<file path="src/rtl/if_stage_prefetch.sv">
`default_nettype none
// ============================================================================
// if_stage_prefetch : instruction fetch stage with handshaked memory port and
//                     prefetch queue; freeze stalls decode, branch flushes.
// Revision: 1.0
// ============================================================================
module if_stage_prefetch #(
    parameter int unsigned           BIT_NUMBER = 32,
    parameter int unsigned           FIFO_DEPTH = 4,
    parameter int unsigned           PC_STEP    = 4,
    parameter logic [BIT_NUMBER-1:0] RESET_PC   = '0
) (
    input  logic                  clk,
    input  logic                  rst,
    input  logic                  freeze,
    input  logic                  branch_taken,
    input  logic [BIT_NUMBER-1:0] branch_address,
    output logic                  mem_req,
    output logic [BIT_NUMBER-1:0] mem_addr,
    input  logic                  mem_ready,
    input  logic [BIT_NUMBER-1:0] mem_rdata,
    output logic                  valid,
    output logic [BIT_NUMBER-1:0] pc,
    output logic [BIT_NUMBER-1:0] instruction
);

    localparam int unsigned           PTR_W   = (FIFO_DEPTH > 1) ? $clog2(FIFO_DEPTH) : 1;
    localparam int unsigned           CNT_W   = PTR_W + 1;
    localparam logic [BIT_NUMBER-1:0] STEP    = BIT_NUMBER'(PC_STEP);
    localparam logic [CNT_W-1:0]      DEPTH_C = CNT_W'(FIFO_DEPTH);

    typedef enum logic [1:0] {
        S_IDLE    = 2'd0,
        S_FETCH   = 2'd1,
        S_DISCARD = 2'd2
    } state_t;

    state_t                  state_q;
    logic                    mem_req_q;
    logic [BIT_NUMBER-1:0]   mem_addr_q;
    logic [BIT_NUMBER-1:0]   fetch_pc_q;

    logic [BIT_NUMBER-1:0]   pc_mem_q  [FIFO_DEPTH];
    logic [BIT_NUMBER-1:0]   ins_mem_q [FIFO_DEPTH];
    logic [PTR_W-1:0]        rd_ptr_q;
    logic [PTR_W-1:0]        wr_ptr_q;
    logic [CNT_W-1:0]        count_q;
    logic [CNT_W-1:0]        count_d;

    logic                    push;
    logic                    pop;
    logic                    not_empty;
    logic                    has_room;
    logic [BIT_NUMBER-1:0]   next_addr;

    // Only a FETCH-state response is kept; DISCARD responses and responses
    // arriving with a branch belong to the abandoned path.
    assign push      = mem_req_q & mem_ready & (state_q == S_FETCH) & ~branch_taken;
    assign not_empty = (count_q != '0);
    assign pop       = not_empty & ~freeze;
    assign count_d   = branch_taken ? '0 : (count_q + CNT_W'(push) - CNT_W'(pop));
    assign has_room  = (count_d < DEPTH_C);
    assign next_addr = mem_addr_q + STEP;

    always_ff @(posedge clk or posedge rst) begin
        if (rst) begin
            state_q    <= S_IDLE;
            mem_req_q  <= 1'b0;
            mem_addr_q <= '0;
            fetch_pc_q <= RESET_PC;
        end else begin
            case (state_q)
                S_IDLE: begin
                    if (branch_taken) begin
                        state_q    <= S_FETCH;
                        mem_req_q  <= 1'b1;
                        mem_addr_q <= branch_address;
                        fetch_pc_q <= branch_address;
                    end else if (has_room) begin
                        state_q    <= S_FETCH;
                        mem_req_q  <= 1'b1;
                        mem_addr_q <= fetch_pc_q;
                    end
                end
                S_FETCH: begin
                    if (branch_taken) begin
                        fetch_pc_q <= branch_address;
                        if (mem_ready) begin
                            mem_addr_q <= branch_address;
                        end else begin
                            state_q <= S_DISCARD;
                        end
                    end else if (mem_ready) begin
                        fetch_pc_q <= next_addr;
                        if (has_room) begin
                            mem_addr_q <= next_addr;
                        end else begin
                            state_q   <= S_IDLE;
                            mem_req_q <= 1'b0;
                        end
                    end
                end
                S_DISCARD: begin
                    // Address stays on the bus until the stale response lands.
                    if (branch_taken) begin
                        fetch_pc_q <= branch_address;
                        if (mem_ready) begin
                            state_q    <= S_FETCH;
                            mem_addr_q <= branch_address;
                        end
                    end else if (mem_ready) begin
                        state_q    <= S_FETCH;
                        mem_addr_q <= fetch_pc_q;
                    end
                end
                default: begin
                    state_q   <= S_IDLE;
                    mem_req_q <= 1'b0;
                end
            endcase
        end
    end

    always_ff @(posedge clk or posedge rst) begin
        if (rst) begin
            rd_ptr_q <= '0;
            wr_ptr_q <= '0;
            count_q  <= '0;
        end else if (branch_taken) begin
            rd_ptr_q <= '0;
            wr_ptr_q <= '0;
            count_q  <= '0;
        end else begin
            if (push) begin
                wr_ptr_q <= wr_ptr_q + PTR_W'(1);
            end
            if (pop) begin
                rd_ptr_q <= rd_ptr_q + PTR_W'(1);
            end
            count_q <= count_d;
        end
    end

    // Entry payload needs no reset: it is only visible while the count is non-zero.
    always_ff @(posedge clk) begin
        if (push) begin
            pc_mem_q[wr_ptr_q]  <= next_addr;
            ins_mem_q[wr_ptr_q] <= mem_rdata;
        end
    end

    assign mem_req     = mem_req_q;
    assign mem_addr    = mem_addr_q;
    assign valid       = not_empty;
    assign pc          = not_empty ? pc_mem_q[rd_ptr_q]  : '0;
    assign instruction = not_empty ? ins_mem_q[rd_ptr_q] : '0;

endmodule
`default_nettype wire
</file>
<file path="config.mk">
export PLATFORM = sky130hd
export DESIGN_NAME = if_stage_prefetch
export DESIGN_NICKNAME = d
export VERILOG_FILES = /design/src/rtl/if_stage_prefetch.sv
export SDC_FILE = /design/constraint.sdc
export NUM_CORES = 1
export LEC_CHECK = 0
export BUFFER_PORTS_ARGS = -buffer_cell sky130_fd_sc_hd__buf_2
export CORE_UTILIZATION = 34
export CTS_CLUSTER_SIZE = 12
export DETAILED_ROUTE_END_ITERATION = 8
export PLACE_DENSITY = 0.62
export SKIP_LAST_GASP = 1
export SYNTH_ARGS = -nofsm -noshare
export SYNTH_HDL_FRONTEND = slang
export SYNTH_SLANG_ARGS = --single-unit
</file>
<file path="constraint.sdc">
create_clock -name clk -period 4.3 [get_ports clk]
set_input_delay 0.215 -clock clk [delete_from_list [all_inputs] [get_ports clk]]
set_output_delay 0.215 -clock clk [all_outputs]
set_load 0.005 [all_outputs]
</file>
==> impl_results.md <==
- Status: finished, final reports clean
- Multi-input gate area: about 5200 sq um
- Worst reg2reg path startpoint: state_q[1]
- Setup CP Type: reg2reg
- WHS: roughly 0.022 ns
- Share of cells above drive strength 1: 26.7%
- Layout area overhead: 21.0%
- Max-cap viol count: 0
- Remaining antenna violation count: 0
- Netlist cell types: 62
- Post-Syn Nets: 1146
- CP max stage delay: 0.43 ns
- Endpoints failing hold: 0
- Inserted Diodes: 0
- Placement-stage cell area: roughly 17000 sq um
- H-tree levels: 2
- Hold Path Depth: 3
- DR vias: 10000
- Largest net degree at the start of global routing: 66
- PortBufs: 166
- Worst Hold Class: in2reg
- PD cells: approximately 660 nW/um^2
- Clk buf depth: 3
- Number of fill cells: 4025
- Ys Warns: 0
- Final setup viols: 0
- Mean Syn Cell Area: 14.2 sq um
- # DRC: 0
- Avg WL per Cell: 22.0 um
- Starting density of the core: 34.8%
- Ys flop type: edfxtp_1
- Final Critical Period: roughly 3.7 ns
- Fin crit share: 85.0%
- Die ar.: 45300 sq um
- Register area: 9540 sq um
- Placed Cells: between 1500 and 2000
- CP arrival: approximately 4.1 ns
- Crit. End Element: flip-flop
- WP data required: 4.70 ns
- Clk sinks: 330
- Global route overflow: 0
- Maximum vdd drop: 329 uV
- Pwr Total: 12.1 mW
- First-pass GRT wire length: 63.5 mm
- Chip height: 213 um
- Reg2Reg Setup Slack: 0.65 ns
- IO Count: 167
- Average vias per placed instance: 5.34
- Initial antenna violation count: 2
- Startpoint of the worst hold path: branch_address[6]
- Most area-consuming cells after synthesis: edfxtp_1 (51%), dfrtp_1 (12%), mux4_2 (9.5%)
- Root Buffer: clkbuf_16
- Combinational power share: 35.9%
- Number of enable flip-flop cells after synthesis: 256
- Seq pwr share: 38.4%
- Fmax: 0.274 GHz
- Slew Limit Fails: 0
- Slowest CP cell: o221ai_4
- Leak: 6.71 nW
- RSZ-0062 raised after global routing: no
- Clk slew on worst S/H paths: 0.06 ns
- Vias in the first global route: ~10000
- Post-Syn Instances: 1064
- NumNets Final: roughly 1300
- Startpoint types: flip-flop
- TritonCTS clock tree: built
- Total GRT Usage: 18.8%
- Worst-Margin Slew: 1.14 ns
- Asr flop ratio synth: 22.4%
- Reg-to-Reg End: mem_addr[27]
- GPL Wtd Cong: roughly 0.84
- Clk_lat worst skew: 0.55 ns
- CORE AREA: 43500 sq um
- TritonRoute pass-1 iters: 5
- Sum Neg Setup Slack: 0 ns
- Row Count: 76
- Final clock skew: 0.0228 ns
- Critical Path Fanout Max: 15
- Routed WL: around 41 mm
- Hold Path Sink: fetch_pc_q[6]
- Switch share: 35.7%
- Die width: ~210 um
- Worst-path cell chain: inv_1 > ha_1 > nand3_1 > nor2_1 > inv_1 > ha_1 > inv_1 > ha_1 > inv_1 > fa_1 > xnor3_1 > o221ai_4 > buf_4 > buf_4 > nand2_1 > o21ai_0 > a31oi_1
- R2R cell count: 17
- Clock network fraction of design power: about 26%
- Biggest area consumer among synthesized cells: edfxtp_1
- Max_slew headroom: a little under a quarter
- Mapped cell area: 15100 sq um
- Sequential area share after synthesis: 63.1%
- CTS Buf Count: 38
- Cell mode on critical path: inv_1
- Finished Layout Cells: approximately 1900
- Post-route cell area: roughly 18000 sq um
- Share of the synthesized area in the top cell type: 50.9%
- NetSw: 4.32 mW
- Seq cells post-synth: 330
- Initial drt markers: 786
- Pint: ~7.8 mW
- Post-DP HPWL: 25.7 mm
## what timing repair did
action | CTS | global route
endpoints found under the hold margin | 166 | 0
setup buffers | 0 | 0
hold buffers | 46 | 0
gates resized for setup | 0 | 0
## flip-flops by register name, summed over array words and instances, names as in the netlist
name,flops
ins_mem_q,128
pc_mem_q,128
fetch_pc_q,32
mem_addr,32
count_q,3
rd_ptr_q,2
state_q,2
wr_ptr_q,2
mem_req,1
## synthesized netlist by cell type (4+ instances only)
cell type  count
a211o_1        5
a211oi_1      11
a21boi_0       5
a21o_1         4
a21oi_1       31
a221o_1        8
a221oi_1       8
a222oi_1      11
a31oi_1        7
and2_0         4
and2_1        72
and3_1        14
buf_1         14
buf_2          4
clkbuf_1      54
dfrtp_1       74
edfxtp_1     256
ha_1          12
inv_1         21
mux2_2        18
mux2i_1       26
mux4_2        64
nand2_1       66
nand3_1       17
nand4_1        9
nor2_1        51
nor2b_1       13
nor3_1        12
nor4_1         7
o211ai_1       4
o21ai_0       63
o221ai_1       4
o2bb2ai_1      7
o31ai_1        9
or3_1          4
or4_1          5
xnor2_1       12
xor2_1        16
## power groups by stage
stage | Clock, mW | Combinational (mW) | Sequential (mW)
floorplan | 0 | 2.90 | 4.39
global placement | 0 | 4.26 | 4.69
detailed placement | 0 | 4.34 | 4.70
CTS | 3.19 | 4.39 | 4.65
global route | 3.30 | 4.82 | 4.73
finish | 3.10 | 4.33 | 4.64
## placed cells by master, fill, tap and decap left out, drive strengths merged, types with 8 or more instances in the layout
cell	Yosys	layout
nand4	9	9
clkbuf	55	53
xnor2	12	12
o21ai	63	63
xor2	16	16
edfxtp	256	256
nor2	51	51
o31ai	9	9
buf	22	194
dfrtp	74	74
mux2	18	18
dlygate4sd3	0	46
a21oi	31	31
a221o	8	8
mux4	64	64
nand3	18	18
ha	12	12
nand2	66	66
and3	14	14
inv	21	22
a211oi	11	11
a221oi	8	8
mux2i	26	26
clkinv	0	10
nor2b	13	13
and2	76	76
nor3	12	12
a222oi	11	11
## metal layers
metal	GRT usage [%]	vias to the layer above	part of all wire, %
li1	-	4512	-
met1	25.1	5109	43
met2	30.0	347	48
met3	3.82	62	6.6
met4	7.00	0	2.5
met5	0	-	0
## how the worst max path moves through the flow
stage | startpoint | endpoint | slack, ns
detailed placement | state_q[1] | mem_addr[27] | 0.65
floorplan | mem_ready | mem_addr[15] | 0.36
global placement | state_q[1] | mem_addr[27] | 0.75
global route | state_q[1] | mem_addr[27] | 0.29
CTS | state_q[1] | mem_addr[27] | 0.65
finish | state_q[1] | mem_addr[27] | 0.65
## final cells by class
type | instances | share of cell area [%]
multi-input cells | 636 | 28.5
clock inverters | 15 | 0.698
clock buffers | 53 | 5.79
inverters | 21 | 0.431
well taps | 585 | 4.00
flip-flops and latches | 330 | 52.2
repair buffers | 240 | 8.35
## critical path: cells and delay by family, from the launching register on
family,cells,cell delay [ns]
compound gates,3,0.56
xor+xnor,1,0.29
fa+ha+maj,4,0.95
buf+inv,6,0.80
flops,1,0.41
simple gates,3,0.51
## logic make-up after synthesis
group           Yosys count  synth area share (%)
flops                   330                  63.1
mux                     108                  12.6
compound gates          202                  9.08
fa+ha+maj                13                  1.13
buf+inv                  98                  2.60
xor+xnor                 29                  1.77
simple gates            284                  9.73
## metrics by stage
stage	util, %	setup WS, ns
floorplan	-	0.361
CTS	42.1	0.650
detailed placement	38.3	0.650
finish	42.1	0.646
global route	42.1	0.289
global placement	38.3	0.753
Power figures use the tool's default switching activity.
